### src/rtl/id_ex_stage_reg.sv
// ID->EX pipeline register: captures every decoded field on each rising edge,
// with asynchronous clear and a synchronous bubble (flush) load.
module id_ex_stage_reg #(
  parameter int DW = 32,
  parameter int RW = 5,
  parameter int CW = 4
) (
  input  logic          clk,
  input  logic          reset,
  input  logic          Reset_E,
  input  logic          RegWrite_D,
  input  logic [CW-1:0] ALU_SRC_D,
  input  logic          MemRead_D,
  input  logic [CW-1:0] ALUop_D,
  input  logic [RW-1:0] Rs_D,
  input  logic [RW-1:0] Rt_D,
  input  logic [RW-1:0] Dst_D,
  input  logic [DW-1:0] PC_D,
  input  logic [CW-1:0] MemtoReg_D,
  input  logic [DW-1:0] Read1_D,
  input  logic [DW-1:0] Read2_D,
  input  logic [1:0]    Tnew_D,
  input  logic [DW-1:0] Imm_D,
  input  logic [DW-1:0] PC8_D,
  output logic          RegWrite_E,
  output logic [CW-1:0] ALU_SRC_E,
  output logic          MemRead_E,
  output logic [CW-1:0] ALUop_E,
  output logic [RW-1:0] Rs_E,
  output logic [RW-1:0] Rt_E,
  output logic [RW-1:0] Dst_E,
  output logic [DW-1:0] PC_E,
  output logic [CW-1:0] MemtoReg_E,
  output logic [DW-1:0] Read1_E,
  output logic [DW-1:0] Read2_E,
  output logic [1:0]    Tnew_E,
  output logic [DW-1:0] Imm_E,
  output logic [DW-1:0] PC8_E
);

  localparam int TW = 1 + CW + 1 + CW + 3 * RW + DW + CW + DW + DW + 2 + DW + DW;

  logic [TW-1:0] w_d;
  logic [TW-1:0] r_q;

  assign w_d = {RegWrite_D, ALU_SRC_D, MemRead_D, ALUop_D, Rs_D, Rt_D, Dst_D,
                PC_D, MemtoReg_D, Read1_D, Read2_D, Tnew_D, Imm_D, PC8_D};

  // Stage register: async clear dominates, then bubble load, then capture.
  always_ff @(posedge clk or posedge reset) begin
    if (reset) begin
      r_q <= {TW{1'b0}};
    end else if (Reset_E) begin
      r_q <= {TW{1'b0}};
    end else begin
      r_q <= w_d;
    end
  end

  assign {RegWrite_E, ALU_SRC_E, MemRead_E, ALUop_E, Rs_E, Rt_E, Dst_E,
          PC_E, MemtoReg_E, Read1_E, Read2_E, Tnew_E, Imm_E, PC8_E} = r_q;

endmodule

### config.mk
export PLATFORM = sky130hd
export DESIGN_NAME = id_ex_stage_reg
export DESIGN_NICKNAME = d
export VERILOG_FILES = /design/src/rtl/id_ex_stage_reg.sv
export SDC_FILE = /design/constraint.sdc
export NUM_CORES = 1
export LEC_CHECK = 0
export CORE_AREA = 2 2 148 150
export CTS_CLUSTER_SIZE = 10
export DETAILED_ROUTE_END_ITERATION = 7
export DIE_AREA = 0 0 150 152
export HOLD_SLACK_MARGIN = 0.12
export PLACE_DENSITY = 0.77
export SETUP_SLACK_MARGIN = 0.02
export SLEW_MARGIN = 20
export SYNTH_ARGS = -nofsm -noshare
export SYNTH_HDL_FRONTEND = slang
export SYNTH_SLANG_ARGS = --single-unit
### constraint.sdc
create_clock -name clk -period 10.9 [get_ports clk]
set_input_delay 2.18 -clock clk [delete_from_list [all_inputs] [get_ports clk]]
set_output_delay 2.18 -clock clk [all_outputs]
set_load 0.02 [all_outputs]
==> results.md <==
| Step | Metric | This run |
| --- | --- | --- |
| floorplanning | Die height | 152 um |
| power | Proportion of power drawn by the clock network | 37.4% |
| power | Power per cell area | 148 mW/mm^2 |
| synth | Cells taking the most area after synthesis | sky130_fd_sc_hd__dfrtp_1 79%, sky130_fd_sc_hd__nor2b_1 20%, sky130_fd_sc_hd__buf_2 1.7% |
| route | Vias after detailed routing | 4228 |
| layout | Cell area after layout | 0.0108 mm^2 |
| synth | Fraction of the yosys area taken by sequential cells | 78.6% |
| route | Per-cell via count in the routed design | 3.91 |
| cts | CTS H-Tree Depth | 4 |
| power | Internal Power | 1.19 mW |
| setup path | Crit path required time | 11350 ps |
| synth | Main synth FF type | sky130_fd_sc_hd__dfrtp_1 |
| layout | Post-route core utilization | 50.4% |
| setup path | Classification of the worst setup path | in -> async |
| route | WL per Instance | 15.6 um |
| synth | Cell taking the most area after synthesis | sky130_fd_sc_hd__dfrtp_1 |
| layout | Ratio of cells with drive above 1 in the final layout | 4.38% |
| place | Final weighted congestion of routability-driven global placement | 0.780 |
| synth | Fraction of synthesized cell area taken by the top area cell type | 78.6% |
| route | Residual antenna-violating net count after detailed routing | 0 |
| route | Total DRC errors in the routed layout | 0 |
| outcome | Outcome | finished, final reports clean |
| route | Initial detailed-routing violation count | 135 |
| setup path | Worst setup endpoint | r_q[140] |
| layout | Number of flip-flops under the largest register name | 191 |
| layout | Number of nets in the final layout | 982 |
| floorplanning | Starting Density | 28.5% |
| sta | Maximum achievable frequency | 0.268 GHz |
| floorplanning | Core ar. | 0.0214 mm^2 |
| layout | Register with the most flip-flops | r_q |
| grt | Largest net degree at the start of global routing | 126 |
| synth | Async set-or-reset flop fraction in the synthesized netlist | 100% |
| cts | Post-CTS setup-driven buffer insertion count | 0 |
| power | Overall power after layout | 1.59 mW |
| place | Total half-perimeter wirelength after legalization and detailed placement | 12700 um |
| cts | Clock tree from TritonCTS | done |
| floorplanning | Die boundary width | 150 um |
| setup path | Buffering stage count on the worst path with inverters included | 3 |
| power | Max IR drop VDD | 0.0903 mV |
| synth | Netlist area before placement | 0.00608 mm^2 |
| grt | Via count of the first global-routing pass | 4393 |
| sta | Total count of max-transition violations in the final report | 0 |
| sta | Total Negative Setup Slacks | 0 ps |
| power | Switching power share of the total | 25.3% |
| power | Pleak | 4.62 nW |
| setup path | Crit path arrival time | 4170 ps |
| cts | Worst-case clock buffer depth | 2 |
| sta | Slew margin rel. | 35.8% |
| setup path | Worst setup path startpoint | reset |
| cts | CTS Root Buffer Type | sky130_fd_sc_hd__clkbuf_16 |
| layout | Number of antenna cells inserted | 0 |
| cts | Clock Pin Slew Worst Setup and Hold Paths | 70 ps |
| cts | Number of sinks handled by clock tree synthesis | 191 |
| layout | Area growth, synth to finish | 76.8% |
| setup path | Element type at the critical path end | asynchronous set/reset pin |
| setup path | Delay contributed by the slowest stage of the critical path | 780 ps |
| setup path | Stages on the worst setup path | 3 |
| cts | Quantity of hold-fixing buffers added after cts | 0 |
| synth | Top cells by count, synth | 191 x sky130_fd_sc_hd__dfrtp_1, 191 x sky130_fd_sc_hd__nor2b_1, 21 x sky130_fd_sc_hd__buf_2 |
| setup path | Startpoint kind of the worst setup timing path | primary input |
| sta | Transition at the pin with the smallest max-transition slack | 963 ps |
| synth | Synthesized instance count | 404 |
| floorplanning | Die area | 0.0228 mm^2 |
| grt | Total congestion overflow after global routing | 0 |
| sta | Final hold violation count | 0 |
| setup path | Maximum net fanout on the critical path | 125 |
| setup path | Chain of cells forming the critical path | clkdlybuf4s50_1 -> inv_8 -> buf_4 |
| cts | Cts bufs inserted | 17 |
| synth | Count of flip-flops with a built-in enable after synthesis | 0 |
| grt | GRT Util Overall | 14.8% |
| route | Routed WL | 16800 um |
| setup path | Library cell contributing the largest single delay on the critical path | sky130_fd_sc_hd__buf_4 |
| sta | Setup repair after global routing missed its margin | no |
| cts | Number of instances resized during post-cts repair | 0 |
| synth | Yosys warning count | 0 |
| power | Net load switching power | 0.403 mW |
| place | Placed standard-cell area | 0.0102 mm^2 |
| place | Number of buffer cells added on primary ports | 384 |
| route | Iteration count of the initial detailed-routing pass | 4 |
| min path | Worst hold path class | in -> reg |
| synth | Average footprint of a synthesized cell | 15.1 um^2 |
| grt | Initial antenna violation count | 0 |
| synth | Post-Synthesis Net Count | 598 |
| setup path | Largest delay share family, worst path | buffers and inverters |
| run | Total of max-cap violations | 0 |
| min path | Startpoint of the worst hold path | Reset_E |
| sta | Post-route fraction of the period consumed by the critical path | 34.2% |
| floorplanning | Number of I/O pins | 385 |
| sta | Post-layout min period | 3730 ps |
| power | Combinational cell fraction of total power | 15.3% |
| power | Fraction of power consumed by sequential logic | 47.3% |
| synth | Synthesized flop and latch total | 191 |
| grt | Global-route wire length before repair | 25200 um |
| floorplanning | Number of rows created at floorplan | 54 |
| sta | Number of failing setup endpoints in the final timing report | 0 |
| layout | Registers with the highest flip-flop counts | r_q x191 |
| synth | Count of different cell masters after synthesis | 4 |
metal layers:
metal	global-route usage, %	vias up	part of all wire, %
li1	-	1977	-
met1	15.8	2028	36
met2	26.0	206	52
met3	6.07	17	10
met4	5.62	0	2.0
met5	0	-	0
area by class of cell:
| cell class | count | area [um^2] |
|---|---|---|
| multi-input combinational | 191 | 1190 |
| timing repair buffer | 386 | 3860 |
| tap | 280 | 350 |
| clock buffer | 18 | 439 |
| clock inverter | 13 | 119 |
| fill | 1828 | 10600 |
| sequential | 191 | 4780 |
| inverter | 1 | 11.3 |
worst min path at each step:
stage / end / cells after the start
2_1_floorplan: r_q[0] / 1
3_3_place_gp: r_q[178] / 2
3_5_place_dp: r_q[175] / 2
4_1_cts: r_q[175] / 2
5_1_grt: r_q[173] / 2
6_report: r_q[175] / 2
kinds of logic after synthesis:
kind of cell	synth area share, %
flops	78.6
buf+inv	1.79
simple gates	19.6
power by group through the flow:
stage | clock network, mW | logic [mW] | registers, mW
5_1_grt | 0.645 | 0.260 | 0.757
4_1_cts | 0.612 | 0.248 | 0.754
6_report | 0.595 | 0.243 | 0.753
2_1_floorplan | 0 | 0.0440 | 0.815
3_5_place_dp | 0 | 0.247 | 0.768
3_3_place_gp | 0 | 0.244 | 0.767
layout by cell type (no fill, tap or decap):
cell type / count
sky130_fd_sc_hd__clkinvlp_4: 1
sky130_fd_sc_hd__clkbuf_8: 1
sky130_fd_sc_hd__clkinv_2: 1
sky130_fd_sc_hd__clkinv_4: 3
sky130_fd_sc_hd__dfrtp_1: 191
sky130_fd_sc_hd__clkbuf_16: 17
sky130_fd_sc_hd__nor2b_1: 191
sky130_fd_sc_hd__buf_6: 1
sky130_fd_sc_hd__inv_6: 4
sky130_fd_sc_hd__clkdlybuf4s50_1: 383
sky130_fd_sc_hd__buf_4: 2
sky130_fd_sc_hd__inv_8: 5
through the flow:
step | instances | worst slack (ps) | hold slack (ps)
after floorplan | 404 | 3520 | 2320
after global placement | 1049 | 6660 | 2690
after detailed placement | 1049 | 6670 | 2700
after CTS | 1080 | 7130 | 2240
after global routing | 1080 | 6840 | 2250
final | 1080 | 7170 | 2230
No activity file was read; power rests on OpenSTA's default activity.
